### src/rtl/ap_ctrl_pkg.sv
// Shared types and default sizing for the ap_ctrl_chain initiator.
package ap_ctrl_pkg;

    typedef enum logic [1:0] {
        IDLE = 2'd0,
        RUN  = 2'd1,
        FIN  = 2'd2,
        ERR  = 2'd3
    } ap_ctrl_state_t;

    localparam int unsigned AP_CNT_W_DEF     = 16;
    localparam int unsigned AP_TIMEOUT_DEF   = 1024;
    localparam int unsigned AP_NUM_TRANS_DEF = 16;

endpackage

### src/rtl/ap_ctrl_watchdog.sv
// Quiet-cycle counter: counts armed cycles without a handshake and flags the
// TIMEOUT-th one so the caller's error register is high on that cycle.
module ap_ctrl_watchdog
    import ap_ctrl_pkg::*;
#(
    parameter int unsigned TIMEOUT = AP_TIMEOUT_DEF
) (
    input  logic ap_clk,
    input  logic ap_rst_n,
    input  logic arm,
    input  logic clear,
    output logic expire
);

    localparam int unsigned WD = (TIMEOUT > 2) ? $clog2(TIMEOUT) : 1;
    localparam logic [WD-1:0] LAST = WD'(TIMEOUT - 2);

    logic [WD-1:0] cnt_q;
    logic [WD-1:0] cnt_d;

    // cnt_q holds the number of earlier quiet cycles in the current streak.
    assign expire = arm && !clear && (cnt_q == LAST);

    always_comb begin
        cnt_d = cnt_q;
        if (clear || !arm) begin
            cnt_d = '0;
        end else if (!expire) begin
            cnt_d = cnt_q + 1'b1;
        end
    end

    always_ff @(posedge ap_clk or negedge ap_rst_n) begin
        if (!ap_rst_n) begin
            cnt_q <= '0;
        end else begin
            cnt_q <= cnt_d;
        end
    end

endmodule

### src/rtl/ap_ctrl_driver.sv
// Block-level ap_ctrl_chain initiator: issues NUM_TRANS starts, acknowledges
// dones, raises a sticky finish, and flags hung or misbehaving kernels.
module ap_ctrl_driver
    import ap_ctrl_pkg::*;
#(
    parameter int unsigned NUM_TRANS = AP_NUM_TRANS_DEF,
    parameter int unsigned CNT_W     = AP_CNT_W_DEF,
    parameter int unsigned MAX_OUTST = 2,
    parameter int unsigned CONT_HOLD = 0,
    parameter int unsigned TIMEOUT   = AP_TIMEOUT_DEF
) (
    input  logic             ap_clk,
    input  logic             ap_rst_n,
    input  logic             enable,
    output logic             ap_start,
    input  logic             ap_ready,
    input  logic             ap_done,
    input  logic             ap_idle,
    output logic             ap_continue,
    output logic [CNT_W-1:0] start_count,
    output logic [CNT_W-1:0] done_count,
    output logic             finish,
    output logic             timeout_err,
    output logic             proto_err,
    output logic             busy
);

    localparam logic [CNT_W-1:0] CNT_MAX   = '1;
    localparam logic [CNT_W-1:0] N_TRANS   = CNT_W'(NUM_TRANS);
    localparam logic [CNT_W-1:0] N_OUTST   = CNT_W'(MAX_OUTST);
    localparam int unsigned      HW        = (CONT_HOLD > 1) ? $clog2(CONT_HOLD + 1) : 1;
    localparam logic [HW-1:0]    HOLD_LOAD = HW'(CONT_HOLD);

    ap_ctrl_state_t   state_q, state_d;
    logic             start_q, start_d;
    logic             cont_q, cont_d;
    logic [CNT_W-1:0] start_cnt_q, start_cnt_d;
    logic [CNT_W-1:0] done_cnt_q, done_cnt_d;
    logic [HW-1:0]    hold_q, hold_d;
    logic             finish_q, finish_d;
    logic             tmo_q, tmo_d;
    logic             proto_q, proto_d;

    logic             start_hs;
    logic             done_hs;
    logic [CNT_W-1:0] outst_q;
    logic [CNT_W-1:0] outst_d;
    logic             wd_arm;
    logic             wd_expire;

    assign start_hs = start_q && ap_ready;
    assign done_hs  = cont_q && ap_done;
    assign outst_q  = start_cnt_q - done_cnt_q;
    assign wd_arm   = (state_q == RUN) && (start_q || (outst_q != '0));

    ap_ctrl_watchdog #(
        .TIMEOUT (TIMEOUT)
    ) u_watchdog (
        .ap_clk   (ap_clk),
        .ap_rst_n (ap_rst_n),
        .arm      (wd_arm),
        .clear    (start_hs || done_hs),
        .expire   (wd_expire)
    );

    always_comb begin
        start_cnt_d = start_cnt_q;
        done_cnt_d  = done_cnt_q;
        if (start_hs && (start_cnt_q != CNT_MAX)) begin
            start_cnt_d = start_cnt_q + 1'b1;
        end
        if (done_hs && (done_cnt_q != CNT_MAX)) begin
            done_cnt_d = done_cnt_q + 1'b1;
        end
        outst_d = start_cnt_d - done_cnt_d;

        state_d = state_q;
        case (state_q)
            IDLE:    if (enable) state_d = RUN;
            RUN: begin
                if (wd_expire) begin
                    state_d = ERR;
                end else if (done_cnt_d >= N_TRANS) begin
                    state_d = FIN;
                end
            end
            default: state_d = state_q;
        endcase

        hold_d = hold_q;
        if (done_hs) begin
            hold_d = HOLD_LOAD;
        end else if (hold_q != '0) begin
            hold_d = hold_q - 1'b1;
        end

        // A pending request is held until ready; enable only gates new ones.
        start_d = (state_d == RUN) &&
                  ((start_q && !ap_ready) ||
                   (enable && (start_cnt_d < N_TRANS) && (outst_d < N_OUTST)));
        cont_d  = (state_d == RUN) && (hold_d == '0);

        finish_d = finish_q || (state_d == FIN);
        tmo_d    = tmo_q || wd_expire;
        proto_d  = proto_q ||
                   (done_hs && (outst_q == '0)) ||
                   (ap_ready && !start_q) ||
                   (ap_idle && (outst_q != '0) && !ap_done);
    end

    always_ff @(posedge ap_clk or negedge ap_rst_n) begin
        if (!ap_rst_n) begin
            state_q     <= IDLE;
            start_q     <= 1'b0;
            cont_q      <= 1'b0;
            start_cnt_q <= '0;
            done_cnt_q  <= '0;
            hold_q      <= '0;
            finish_q    <= 1'b0;
            tmo_q       <= 1'b0;
            proto_q     <= 1'b0;
        end else begin
            state_q     <= state_d;
            start_q     <= start_d;
            cont_q      <= cont_d;
            start_cnt_q <= start_cnt_d;
            done_cnt_q  <= done_cnt_d;
            hold_q      <= hold_d;
            finish_q    <= finish_d;
            tmo_q       <= tmo_d;
            proto_q     <= proto_d;
        end
    end

    assign ap_start    = start_q;
    assign ap_continue = cont_q;
    assign start_count = start_cnt_q;
    assign done_count  = done_cnt_q;
    assign finish      = finish_q;
    assign timeout_err = tmo_q;
    assign proto_err   = proto_q;
    assign busy        = (state_q == RUN);

endmodule

### config.mk
export PLATFORM = sky130hd
export DESIGN_NAME = ap_ctrl_driver
export DESIGN_NICKNAME = d
export VERILOG_FILES = /design/src/rtl/ap_ctrl_pkg.sv /design/src/rtl/ap_ctrl_watchdog.sv /design/src/rtl/ap_ctrl_driver.sv
export SDC_FILE = /design/constraint.sdc
export NUM_CORES = 1
export LEC_CHECK = 0
export ABC_CLOCK_PERIOD_IN_PS = 3850
export BUFFER_PORTS_ARGS = -buffer_cell sky130_fd_sc_hd__buf_2
export CORE_UTILIZATION = 45
export CTS_CLUSTER_DIAMETER = 50
export DETAILED_ROUTE_END_ITERATION = 12
export GPL_TIMING_DRIVEN = 0
export PLACE_DENSITY = 0.66
export SLEW_MARGIN = 10
export SYNTH_ARGS = -nofsm -noshare
export SYNTH_HDL_FRONTEND = slang
export SYNTH_SLANG_ARGS = --single-unit
### constraint.sdc
create_clock -name ap_clk -period 3.85 [get_ports ap_clk]
set_input_delay 0.1925 -clock ap_clk [delete_from_list [all_inputs] [get_ports ap_clk]]
set_output_delay 0.1925 -clock ap_clk [all_outputs]
set_load 0.03 [all_outputs]
== Yosys cells after proc, flatten, opt, wreduce, memory -nomap -nowiden ==
Cells that the tools add are included.
Widths: inputs -> output; s select.
Storage, ports and cells
  logic and storage cells: 70
  output and inout bits: 38
  flip-flop bits (word level): 50
  input bits: 6
Cells by class
  bitwise logic cells: 1
  mux-type cells: 10
  equal/unequal tests: 7
  $lt $le $gt $ge: 3
  $add $sub $neg: 6
  reductions and logical operators: 33
Operators by type and width (count)
  $add 16x1->16 const B: 2
  $mux 16: 2
  $ne 16x16->1 const B: 2
  $sub 16x16->16: 2
  $mux 10: 2
  $ge 16x5->1 const B: 1
  $logic_and 1x1->1: 16
  $logic_not 16->1: 1
  $lt 16x2->1 const B: 1
  $lt 16x5->1 const B: 1
  $reduce_bool 16->1: 1
  $add 10x1->10 const B: 1
  $eq 10x10->1 const B: 1
  $logic_or 1x1->1: 9
  $mux 2: 3
  $logic_not 1->1: 5
  $eq 2x1->1 const B: 2
  $pmux 2 s2: 1
  $eq 2x2->1 const B: 1
  $logic_not 2->1: 1
  $mux 1: 2
  $ne 2x1->1 const B: 1
  $not 1->1: 1
  $sub 1x1->1 const B: 1

== Logic depth before layout (Yosys ltp) ==
  depth in word-level cells: 10
  mapped depth: 19

== Cells and area by module ==
From an unflattened synthesis, not the netlist that was laid out.
Unflattened totals
  cell total of the unflattened synthesis: 515
  area total of the unflattened synthesis: 4376.7 sq um
Modules (own cells, without submodules)
  ap_ctrl_driver: area each 3758.6 sq um, sequential area each 975.9 sq um, cells an instance 451, instances 1
  ap_ctrl_watchdog: area each 618.1 sq um, sequential area each 250.2 sq um, cells an instance 64, instances 1

== Worst setup path before layout ==
OpenSTA, ideal clock, no wires.
  path type: register to register
  from: reg done_cnt_q[0] (netlist: done_count[0])
  to: reg start_q (netlist: ap_start)
  clock period less this slack: 4114 ps
  buffers on the path: 0
  path slack: -264 ps
  stages on the path, launching flop included: 20
  setup time: 64 ps
  arrival: 4050 ps
  required time: 3786 ps
  cells stage by stage: dfrtp_1 ha_1 nand3_1 nor2_1 a21oi_1 nor2_1 a21oi_1 inv_1 fa_1 nand2b_1 a21oi_1 nor2_1 nor3_1 or2_2 xnor2_1 or3_1 a2111oi_0 o2111ai_1 nor4_2 o21a_1
On the way
  elaborated cells on any way between the ends: 20
  those cells by class: 3 x add/sub; 2 x order compare; 2 x eq/ne; 4 x mux; 9 x reduce/logical
RTL lines
  start, declared: RTL line ap_ctrl_driver.sv:38  | logic [CNT_W-1:0] done_cnt_q, done_cnt_d;
  start signal, assigned: RTL line ap_ctrl_driver.sv:127  | done_cnt_q <= done_cnt_d;
  branches (longest 2 deep; another with $add 16x1->16)
  $mux 16 (*): RTL line ap_ctrl_driver.sv:72  | if (done_hs && (done_cnt_q != CNT_MAX)) begin
  net done_cnt_d[1]: RTL line ap_ctrl_driver.sv:38
  branches (longest 5 deep; another with $sub 16x16->16)
  $logic_and 1x1->1 (*): RTL line ap_ctrl_driver.sv:98  | start_d = (state_d == RUN) &&
  net start_d: RTL line ap_ctrl_driver.sv:35  | logic start_q, start_d;
  end signal, assigned: RTL line ap_ctrl_driver.sv:124  | start_q <= start_d;
  end, declared: RTL line ap_ctrl_driver.sv:35
Mark *: on every way through the listed nets, which the timed path passes.
A chain may end at the register's enable or synchronous reset.

== Final worst setup path ==
  from: reg done_cnt_q[10] (netlist: done_count[10])
  to: reg start_q (netlist: ap_start)
Same word-level chain as after synthesis.

==> run metrics <==
CTS tree=done; initial DRC count=203; Seq cells post-synth=49; critical path type=reg -> reg; status=finished, violations left; clk_skew=0.009151 ns; CTS Buffer Depth=2; unrepaired setup endpoints after global routing=true; detailed placer's ending HPWL=8778 µm; Post-DP Area=4599 µm²; CORE AREA=8891 µm²; setup ws final=-0.4563 ns; relative max-transition margin=0.5931; CTS HTree Levels=2; Switching Share=0.2392; Final Net Count=620; Diodes inserted=0; floorplan row count=34; Power Dens Cells=166.0 nW/µm²; Non-Filler Instances=692; die area=9758 µm²; initial antenna violation count=0; global-route wire length before repair=18790 µm; GRT Total Usage=0.2437; total power=0.8718 mW; Final Hold Viols=0; Synth top area share=0.2909; total iterations of the first detailed-routing run=5; Main synth FF type=dfrtp_1; WHS Path Cells=3; vias in the first global route=3828; HP Class=in -> reg; placed insts=648; GRT overflow=0; total CTS buffers=5; design area=5250 µm²; Synth area leaders=dfrtp_1 29%, ha_1 8.9%, xnor2_1 5.0%; die height=98.79 µm; Setup Viol. Count Final=1; crit end category=flip-flop; Final period util=1.119; measured slew at the worst slew-check pin=0.6091 ns; Worst-path clk slew=0.09 ns; Sequential Power Share=0.593; Worst Path Arrival=4.55 ns; Synth area leader=dfrtp_1; min Tclk post-route=4.306 ns; Final Util=0.5905; P_sw=0.2085 mW; max-slew violations=0; crit path max fanout=4; drt drc=0; sequential area share after synthesis=0.2909; post-synthesis cell count=497; largest net degree at the start of global routing=50; Comb power frac=0.055; Worst-Skew Late Latency=0.30 ns; Synth Area per Inst=8.481 µm²; routed len/inst=17.11 µm; syn_nets=534; Via density=5.844; Ports=44; EDFF count, synth=0; Syn. warnings=0; final RePlAce weighted congestion=0.8753; Post-synth top cells=49 x dfrtp_1, 49 x inv_1, 48 x nor2_1, 36 x nand2_1, 30 x ha_1; Sink Count=49; VDD IR-drop max=0.0001277 V; Initial Util=0.4741; DR vias=4044; MaxCap Viol Count=0; Area Growth Syn to Fin=24.55%; CP startpoint kind=flip-flop; R2R cell count=19; post-synthesis cell area=4215 µm²; part of the power in the clock network=0.352; Max Freq=0.2322 GHz; Async S/R FF share, synth=1.000; Routed Antenna Nets=0; DP Worst Slack=-0.6971 ns; setup TNS=-0.4563 ns; Critical Path RT=4.09 ns; final WL=11840 µm; Distinct cells, synth=66; Die X=98.79 µm; failing checks=setup timing; worst hold slack=0.1260 ns; P_int=0.6633 mW; leakage=2.405 nW; Clock Tree Root=clkbuf_8; PortBufs=43; share of layout cells above drive strength 1=0.2825
[worst max-delay path, stage by stage, from the launching register on]
cell       delay [ns]
dfrtp_1          0.42
nand4_1          0.25
nor3_4           0.09
buf_6            0.13
a211oi_4         0.28
nand2_1          0.10
nor4_2           0.27
xnor2_1          0.21
inv_1            0.14
ha_4             0.31
inv_2            0.04
nor2_2           0.09
o2111ai_2        0.10
or4_4            0.50
nor4_4           0.21
nand4_1          0.20
a2111oi_4        0.36
o2111ai_2        0.17
nor4_2           0.21
o21a_1           0.17
[sequential cells by signal (all words and copies together) (netlist names)]
name,count
state_q,2
ap_start,1
ap_continue,1
proto_err,1
u_watchdog.cnt_q,10
timeout_err,1
finish,1
done_count,16
start_count,16
[per-layer routing]
layer / global-route usage / up-vias / share of wire
met3: 0.02553 / 33 / 0.033
met4: 0.09070 / 0 / 0.032
met5: 0 / - / 0
met2: 0.4201 / 104 / 0.49
li1: - / 1960 / -
met1: 0.3162 / 1947 / 0.44
[worst paths after layout]
kind / start / end / slack [ns]
setup / recovery: done_count[10] / ap_start / -0.46
hold / removal: ap_idle / proto_err / 0.13
setup reg to reg: done_count[10] / ap_start / -0.46
hold reg to reg: finish / finish / 0.49
max in group asynchronous: ap_rst_n / start_count[14] / 2.99
min in group asynchronous: ap_rst_n / u_watchdog.cnt_q[2] / 0.33
[logic make-up after synthesis]
group / after synthesis / share of synthesized area
AO/OA/AOI/OAI: 110 / 0.1929
XOR/XNOR: 44 / 0.09676
adder cells (fa/ha/maj): 33 / 0.09914
buffers and inverters: 56 / 0.05254
flip-flops: 49 / 0.2909
multiplexers: 11 / 0.02790
AND/OR/NAND/NOR: 194 / 0.2398
[power by group through the flow]
stage	clock network [mW]	registers (mW)	logic [mW]
6_report	0.307	0.517	0.0480
5_1_grt	0.333	0.517	0.0532
4_1_cts	0.314	0.518	0.0390
3_5_place_dp	0	0.529	0.0353
3_3_place_gp	0	0.529	0.0346
2_1_floorplan	0	0.531	0.0120
[final cells by class]
cell class,count,area [µm²]
Clock inverter,1,7.507
Fill cell,771,3641
Sequential cell,49,1247
Timing Repair Buffer,79,508.0
Inverter,49,183.9
Buffer,7,45.04
Tap cell,108,135.1
Clock buffer,7,76.32
Multi-Input combinational cell,392,3047
[cell usage in the layout (no fill, tap or decap), drive strengths merged, types with 3 or more instances in the layout]
| master | Yosys | final |
|---|---|---|
| a2111oi | 3 | 3 |
| a211o | 3 | 3 |
| a211oi | 11 | 11 |
| a21o | 7 | 7 |
| a21oi | 20 | 20 |
| a31oi | 6 | 6 |
| and2 | 6 | 6 |
| and3 | 10 | 10 |
| and4 | 4 | 4 |
| buf | 2 | 81 |
| clkbuf | 5 | 11 |
| dfrtp | 49 | 49 |
| ha | 30 | 30 |
| inv | 49 | 49 |
| mux2 | 3 | 3 |
| mux2i | 8 | 8 |
| nand2 | 36 | 36 |
| nand2b | 7 | 7 |
| nand3 | 20 | 20 |
| nand4 | 18 | 18 |
| nor2 | 49 | 49 |
| nor2b | 5 | 5 |
| nor3 | 17 | 17 |
| nor4 | 6 | 6 |
| o2111ai | 4 | 4 |
| o211ai | 10 | 10 |
| o21a | 11 | 11 |
| o21ai | 17 | 17 |
| o21bai | 4 | 4 |
| o31ai | 3 | 3 |
| or2 | 4 | 4 |
| or3 | 3 | 3 |
| or4 | 3 | 3 |
| xnor2 | 27 | 27 |
| xor2 | 17 | 17 |
[repair_timing]
action                     CTS  global route
setup buffers               13            21
setup endpoints to repair   14            16
hold buffers                 0             1
cloned                       0             0
hold endpoints to repair     0            15
pin swaps                   10            19
gates resized for setup     19            40
Note: power is estimated with default switching activity, not from simulation.
